File: config.mk
export PLATFORM = sky130hd
export DESIGN_NAME = keysched_arb
export DESIGN_NICKNAME = d
export VERILOG_FILES = /design/src/rtl/keysched_pkg.sv /design/src/rtl/rr_arb2.sv /design/src/rtl/keysched_arb.sv
export SDC_FILE = /design/constraint.sdc
export NUM_CORES = 1
export LEC_CHECK = 0
export BUFFER_PORTS_ARGS = -buffer_cell sky130_fd_sc_hd__buf_2
export CAP_MARGIN = 20
export CELL_PAD_IN_SITES_DETAIL_PLACEMENT = 0
export CELL_PAD_IN_SITES_GLOBAL_PLACEMENT = 1
export CORE_MARGIN = 8
export CORE_UTILIZATION = 31
export DETAILED_ROUTE_END_ITERATION = 16
export PLACE_DENSITY_LB_ADDON = 0.1
export SYNTH_ARGS = -nofsm -noshare
export SYNTH_HDL_FRONTEND = slang
export SYNTH_SLANG_ARGS = --single-unit
export TNS_END_PERCENT = 100
File: constraint.sdc
create_clock -name iClk -period 1.9 [get_ports iClk]
set_clock_uncertainty 0.1 [all_clocks]
set_input_delay 0.285 -clock iClk [delete_from_list [all_inputs] [get_ports iClk]]
set_output_delay 0.285 -clock iClk [all_outputs]
set_load 0.05 [all_outputs]
File: src/rtl/keysched_pkg.sv
// Shared constants and FSM encoding for the key-schedule arbiter.
package keysched_pkg;

  localparam int NR_DEF = 10;
  localparam int N_REQ  = 2;

  typedef enum logic [5:0] {
    ST_IDLE   = 6'b000001,
    ST_START  = 6'b000010,
    ST_EXPAND = 6'b000100,
    ST_HOLD   = 6'b001000,
    ST_FLUSH  = 6'b010000,
    ST_PARK   = 6'b100000
  } state_e;

endpackage

File: src/rtl/rr_arb2.sv
// Two-way round-robin arbiter; pointer moves past the winner when upd is high.
module rr_arb2
  import keysched_pkg::*;
(
  input  logic             clk,
  input  logic             rst_n,
  input  logic [N_REQ-1:0] req,
  input  logic             upd,
  output logic [N_REQ-1:0] gnt
);

  // ptr_q = 0 favours requester 0 on a tie
  logic ptr_q, ptr_d;

  always_comb begin
    gnt = req;
    if (&req) gnt = ptr_q ? 2'b10 : 2'b01;
    ptr_d = ptr_q;
    if (upd && (|gnt)) ptr_d = gnt[0];
  end

  always_ff @(posedge clk or negedge rst_n) begin
    if (!rst_n) ptr_q <= 1'b0;
    else        ptr_q <= ptr_d;
  end

endmodule

File: src/rtl/keysched_arb.sv
// Arbitrates two requesters onto one AES key-expansion engine.
// Optional key cache (PARK state) enabled by defining KEYSCHED_KEY_CACHE_EN.
module keysched_arb
  import keysched_pkg::*;
#(
  parameter int NR = NR_DEF
) (
  input  logic         iClk,
  input  logic         iRstN,
  input  logic         iReq0,
  input  logic         iReq1,
  input  logic [127:0] iKey0,
  input  logic [127:0] iKey1,
  input  logic         iRelease0,
  input  logic         iRelease1,
  output logic [1:0]   oGnt,
  output logic         oBusy,
  output logic         oStartKey,
  output logic         oEnd,
  output logic [127:0] oKey,
  input  logic [10:0]  iKeyRoundReady
);

  state_e       state_q, state_d;
  logic         sel_q, sel_d;
  logic [127:0] key_q, key_d;
  logic         abort_q, abort_d;

  logic [1:0]   req_vec;
  logic [1:0]   arb_gnt;
  logic         arb_upd;
  logic         win_sel;
  logic [127:0] win_key;
  logic         sel_req;
  logic         sel_rel;
  logic         unused_rdy;

  assign req_vec    = {iReq1, iReq0};
  assign win_sel    = arb_gnt[1];
  assign win_key    = arb_gnt[0] ? iKey0 : iKey1;
  assign sel_req    = sel_q ? iReq1 : iReq0;
  assign sel_rel    = sel_q ? iRelease1 : iRelease0;
  // Only the final round's ready bit matters; earlier bits are progress info
  assign unused_rdy = ^iKeyRoundReady;

  rr_arb2 u_rr (
    .clk   (iClk),
    .rst_n (iRstN),
    .req   (req_vec),
    .upd   (arb_upd),
    .gnt   (arb_gnt)
  );

`ifdef KEYSCHED_KEY_CACHE_EN
  logic cache_vld_q, cache_vld_d;
  logic key_hit;
  assign key_hit = cache_vld_q && (win_key == key_q);
`endif

  always_comb begin
    state_d = state_q;
    sel_d   = sel_q;
    key_d   = key_q;
    abort_d = abort_q;
    arb_upd = 1'b0;
`ifdef KEYSCHED_KEY_CACHE_EN
    cache_vld_d = cache_vld_q;
`endif
    case (state_q)
      ST_IDLE: begin
        if (|req_vec) begin
          arb_upd = 1'b1;
          sel_d   = win_sel;
          key_d   = win_key;
          abort_d = 1'b0;
          state_d = ST_START;
        end
      end
      ST_START: begin
        if (!sel_req) abort_d = 1'b1;
        state_d = ST_EXPAND;
      end
      ST_EXPAND: begin
        // A requester that let go at any point before completion gets no grant
        if (!sel_req) abort_d = 1'b1;
        if (iKeyRoundReady[NR]) state_d = (abort_q || !sel_req) ? ST_FLUSH : ST_HOLD;
      end
      ST_HOLD: begin
        if (sel_rel) begin
`ifdef KEYSCHED_KEY_CACHE_EN
          state_d     = ST_PARK;
          cache_vld_d = 1'b1;
`else
          state_d = ST_FLUSH;
`endif
        end
      end
      ST_FLUSH: begin
        state_d = ST_IDLE;
`ifdef KEYSCHED_KEY_CACHE_EN
        cache_vld_d = 1'b0;
`endif
      end
`ifdef KEYSCHED_KEY_CACHE_EN
      ST_PARK: begin
        if (|req_vec) begin
          if (key_hit) begin
            arb_upd = 1'b1;
            sel_d   = win_sel;
            state_d = ST_HOLD;
          end else begin
            // Miss: retire the parked schedule; IDLE re-arbitrates afterwards
            cache_vld_d = 1'b0;
            state_d     = ST_FLUSH;
          end
        end
      end
`endif
      default: state_d = ST_IDLE;
    endcase
  end

  always_ff @(posedge iClk or negedge iRstN) begin
    if (!iRstN) begin
      state_q <= ST_IDLE;
      sel_q   <= 1'b0;
      key_q   <= '0;
      abort_q <= 1'b0;
    end else begin
      state_q <= state_d;
      sel_q   <= sel_d;
      key_q   <= key_d;
      abort_q <= abort_d;
    end
  end

`ifdef KEYSCHED_KEY_CACHE_EN
  always_ff @(posedge iClk or negedge iRstN) begin
    if (!iRstN) cache_vld_q <= 1'b0;
    else        cache_vld_q <= cache_vld_d;
  end
`endif

  assign oGnt      = (state_q == ST_HOLD) ? (sel_q ? 2'b10 : 2'b01) : 2'b00;
  assign oBusy     = (state_q == ST_START) || (state_q == ST_EXPAND) ||
                     (state_q == ST_HOLD)  || (state_q == ST_FLUSH);
  assign oStartKey = (state_q == ST_START);
  assign oEnd      = (state_q == ST_FLUSH);
  assign oKey      = key_q;

endmodule

Word-level counts from Yosys, hierarchy flattened
Index checks and enable logic that the tools add are counted.
{"block": "op_classes", "n_reduce_logical": 14, "n_eq_ne": 9, "mux": 17}
{"cell": "$mux W128", "n": 1}
{"cell": "$pmux W6 S4", "n": 1}
{"cell": "$mux W6", "n": 3}
{"cell": "$mux W2", "n": 4}
{"cell": "$ne A2 B2 Y1 const B", "n": 4}
{"cell": "$eq A6 B1 Y1 const B", "n": 1}
{"cell": "$eq A6 B2 Y1 const B", "n": 1}
{"cell": "$eq A6 B3 Y1 const B", "n": 1}
{"cell": "$eq A6 B4 Y1 const B", "n": 1}
{"cell": "$eq A6 B5 Y1 const B", "n": 1}
{"cell": "$mux W1", "n": 6}
{"cell": "$reduce_and A3 Y1", "n": 2}
{"cell": "$reduce_or A2 Y1", "n": 3}
{"cell": "$mux W5", "n": 1}
{"cell": "$logic_or A1 B1 Y1", "n": 4}
{"cell": "$reduce_and A2 Y1", "n": 2}
{"cell": "$pmux W1 S2", "n": 1}
{"cell": "$reduce_bool A2 Y1", "n": 1}
{"cell": "$logic_and A1 B1 Y1", "n": 1}
{"cell": "$logic_not A1 Y1", "n": 1}
{"block": "word_totals", "register_bits": 137, "out_inout_bits": 133, "elab_cells": 45, "in_bits": 273}

Depth between registers and ports, before layout
{"block": "logic_depth", "ltp_word": 6, "ltp_mapped": 6, "mapped_depth_nobuf": 3}

By module
From an unflattened synthesis, not the netlist that was laid out.
{"block": "hier_totals", "hier_cells": 468, "hier_area_um2": 6794.0}
{"mod": "keysched_arb", "area_each_um2": 6739.0, "n_inst": 1, "cells_per_inst": 462, "seq_area_each_um2": 3379.5}
{"mod": "rr_arb2", "area_each_um2": 55.1, "n_inst": 1, "cells_per_inst": 6, "seq_area_each_um2": 25.0}

Least setup slack after synthesis
Ideal clock, no wire load.
{"block": "synth_path", "kind": "flip-flop to output port", "start": "register state_q[3]", "end": "output port oEnd", "stages_incl_launch_ff": 4, "setup_slack_ns": -0.739, "arrival_time_ns": 2.254, "n_path_buf": 1, "t_required_ns": 1.515, "cell_sequence": "dfrtp_1 -> buf_2 -> nor2_1 -> nor4bb_1"}
{"block": "synth_between", "elab_chain_cells": 1}
{"item": "start, declared", "line": "keysched_arb.sv:24", "text": "state_e state_q, state_d;"}
{"item": "start signal, assigned", "line": "keysched_arb.sv:130", "text": "state_q <= state_d;"}
{"item": "$eq A6 B5 Y1", "line": "keysched_arb.sv:148", "text": "assign oEnd = (state_q == ST_FLUSH);"}
{"item": "end, declared", "line": "keysched_arb.sv:19", "text": "output logic oEnd,"}
Every way passes these cells.

Final worst setup path
{"block": "layout_path", "start": "register state_q[3]", "end": "output port oBusy"}
{"block": "layout_between", "elab_chain_cells": 4, "word_cells_on_any_way": 7, "classes_between": "4 x eq/ne; 3 x reduce/logical"}
{"item": "$eq A6 B2 Y1 / $eq A6 B3 Y1 (equally long branches)", "line": "keysched_arb.sv:145", "text": "assign oBusy = (state_q == ST_START) || (state_q == ST_EXPAND) ||"}
{"item": "$logic_or A1 B1 Y1 (2 in a row)", "line": "keysched_arb.sv:145"}
{"item": "$logic_or A1 B1 Y1 *", "line": "keysched_arb.sv:146", "text": "(state_q == ST_HOLD) || (state_q == ST_FLUSH);"}
{"item": "end, declared", "line": "keysched_arb.sv:17", "text": "output logic oBusy,"}
Every way passes the cells marked *; elsewhere a longest branch is shown, timed or not.

==> summary.md <==
| Metric | Value |
|---|---|
| FF-to-FF setup slack | `-340 ps` |
| Critical path's top delay family | `flip-flops` |
| Highest Clock Rate | `443 MHz` |
| Gate power share | `63.7%` |
| Slew HR | `between 70 and 80%` |
| Area grow syn2layout | `56.0%` |
| Power per Cell Area | `approximately 2100 nW/um2` |
| Cells after synthesis | `467` |
| Post-synthesis sequential area ratio | `a little under half` |
| Max-slew violation count | `0` |
| Ys flop type | `dfrtp_1` |
| Die ar. | `28700 um2` |
| Vias per cell | `4.45` |
| Routed wire length | `24500 um` |
| Synth warnings | `0` |
| Iter 0 DRT Violations | `around 170` |
| Latest clock arrival within the worst-skew pair | `420 ps` |
| Initial core utilization | `31.4%` |
| Period utilisation layout | `119%` |
| Tmin final | `2260 ps` |
| Core area | `23300 um2` |
| Post-synth cell types | `36` |
| Vias in the first global route | `6506` |
| Crit path launch type | `flop` |
| Crit-path max cell delay | `390 ps` |
| HP Class | `input port to flop` |
| Yosys reg bits | `roughly 140` |
| Sequential power share | `21.7%` |
| R2R depth | `8` |
| Status | `complete, but fails checks` |
| Clock tree sinks | `approximately 140` |
| Most frequent cells in the layout | `buf_2 (389), dfrtp_1 (135), mux2_2 (128), mux2_4 (128), buf_4 (36)` |
| Final setup margin | `-358 ps` |
| Clock group share of total power | `~15%` |
| Root buffer cell | `clkbuf_16` |
| Crit. End Element | `output pin` |
| P_leak | `between 0.005 and 0.006 uW` |
| Failing checks | `negative setup slack` |
| Final instance area | `11400 um2` |
| Switching Share | `44.8%` |
| Post-route ant nets | `0` |
| Die height | `169 um` |
| Ratio of cells with drive above 1 in the final layout | `82.8%` |
| Global-route wire length before repair | `about 37000 um` |
| Synth top area share | `46.3%` |
| Worst Setup EP | `oBusy` |
| Arrival @ worst endpoint | `~1900 ps` |
| Top Ports | `roughly 410` |
| DRC | `0` |
| Cells along the critical path | `buf_6 > xnor2_1 > or3_4 > a31oi_4 > buf_12` |
| Pin count of the biggest net entering global routing | `39` |
| Die W | `approximately 170 um` |
| Total track usage | `16.8%` |
| Buf+Inv Stages, Crit Path | `2` |
| Actual slew at the worst max-slew pin | `424 ps` |
| Kind of critical path | `flop to output pin` |
| Setup crit start | `state_q[3]$_DFFE_PN0P_` |
| Final core utilization | `a little under 50%` |
| Ys async rst share | `100%` |
| Dpl cell area | `~10000 um2` |
| Initial antenna violation count | `0` |
| VDD IR max | `about 900 uV` |
| Leading area contributor after synthesis | `dfrtp_1` |
| Critical-path top delay cell | `dfrtp_1` |
| Commonest non-fill, non-tap cell in the layout | `buf_2` |
| Post-synth EDFFs | `0` |
| RSZ-0062 raised after global routing | `true` |
| Mean Syn Cell Area | `15.6 um2` |
| Clock Tree Buf Depth | `2` |
| Switching power | `10800 uW` |
| Top cells by area, synth | `dfrtp_1 (46%), mux2_2 (24%), mux2_4 (21%)` |
| Max Fanout on Critical Path | `8` |
| DR WL/cell | `19.3 um` |
| Stages on worst setup path | `5` |
| MaxCap Viol Count | `0` |
| Final setup fails | `~130` |
| Post-Synthesis Cell Area | `7300 um2` |
| Reg2reg start | `state_q[0]$_DFFE_PN1P_` |
| Overflow after GRT | `0` |
| Hold Violations, Final | `0` |
| ANT cells | `0` |
| Nets@finish | `1208` |
| Num CTS Buffers | `17` |
| Via count | `5635` |
| CP Data Required Time | `about 1500 ps` |
| First-pass DRT Iterations | `4` |
| Syn_nets | `740` |
| RR Endpoint | `oKey[67]$_DFFE_PN0P_` |
| Clk slew on worst S/H paths | `50 ps` |
| Internal power | `13300 uW` |
| Row cnt | `56` |
| CTS tree | `built` |
| GP Congestion | `just under 0.9` |
| HPWL Detailed | `approximately 19000 um` |
| Port Buffers | `~400` |
| H-tree levels | `4` |
==> kinds of logic after synthesis <==
| kind of cell | Yosys count | share of synthesized area (%) |
|---|---|---|
| AOI/OAI and AO/OA | 13 | 1.25 |
| xor gates and xnor gates | 2 | 0.240 |
| buffers and inverters | 33 | 4.63 |
| DFF | 136 | 46.7 |
| muxes | 258 | 44.9 |
| and+or+nand+nor | 25 | 2.30 |
==> power groups by stage <==
stage                     Combinational (uW)  Sequential (uW)  Clock (uW)
final                                  15400             5250        3520
after global routing                   16100             5440        3730
after CTS                              16000             5260        3620
after detailed placement               13600             5250           0
after global placement                 13500             5230           0
after floorplan                         5430            10200           0
==> layout make-up <==
type,count,area [um2]
sequential,136,3400
fill,2121,11900
multi-input combinational,298,3760
inverter,3,11.3
timing repair buffer,479,3180
clock inverter,13,195
clock buffer,18,429
tap,319,399
==> cells in the mapped netlist (2+ instances only) <==
cell / number
buf_6: 2
or2_2: 3
nand3_1: 2
a31oi_1: 3
dfrtp_1: 135
a21oi_1: 2
buf_2: 13
mux2_2: 156
nor2_1: 8
a21boi_0: 2
or4b_2: 2
inv_1: 3
buf_12: 11
mux2i_1: 2
clkbuf_1: 3
mux2_4: 100
==> through the flow <==
| stage | power (uW) | hold slack, ps | TNS (ps) | instances | setup slack (ps) |
|---|---|---|---|---|---|
| after floorplan | 15600 | -111 | -26010 | 467 | -221 |
| after global placement | 18800 | 138 | -20470 | 1203 | -189 |
| after detailed placement | 18900 | 143 | -22910 | 1203 | -220 |
| after CTS | 24900 | 67.6 | -37910 | 1272 | -388 |
| after global routing | 25300 | 99.5 | -35700 | 1266 | -435 |
| final | 24100 | 96.9 | -25990 | 1266 | -358 |
==> state kept, by name, summed over array words and instances (netlist names) <==
| name | flops |
|---|---|
| oKey | 128 |
| state_q | 5 |
| abort_q | 1 |
| sel_q | 1 |
| u_rr.ptr_q | 1 |
==> per-layer routing <==
| layer | vias up | wire (um) | track usage, % | part of all wire (%) |
|---|---|---|---|---|
| met1 | 2721 | 9820 | 19.6 | 40 |
| met5 | - | 0 | 0 | 0 |
| li1 | 2638 | - | - | - |
| met3 | 27 | 2080 | 5.89 | 8.5 |
| met4 | 0 | 481 | 5.46 | 2.0 |
| met2 | 249 | 12100 | 28.5 | 49 |
==> what timing repair did <==
item	CTS	global route
resized for setup	70	15
setup endpoints to repair	133	133
buffers inserted	28	6
hold buffers	1	0
hold endpoints to repair	33	0
pin swaps	6	4
cloned	9	0
==> worst min path at each step <==
stage,endpoint,startpoint,cells past startpoint,slack (ps)
after global routing,oKey[32]$_DFFE_PN0P_,iKey1[32],3,100
final,state_q[3]$_DFFE_PN0P_,iKeyRoundReady[10],3,100
after detailed placement,oKey[91]$_DFFE_PN0P_,iRstN,1,140
after floorplan,abort_q$_DFFE_PN0P_,iRstN,0,-110
after CTS,state_q[3]$_DFFE_PN0P_,iKeyRoundReady[10],3,70
after global placement,oKey[82]$_DFFE_PN0P_,iRstN,1,140
==> tightest hold or removal path: stages <==
cell     delay, ps
buf_2          100
inv_1           70
o41ai_1        100
(Power assumes the default switching activity.)
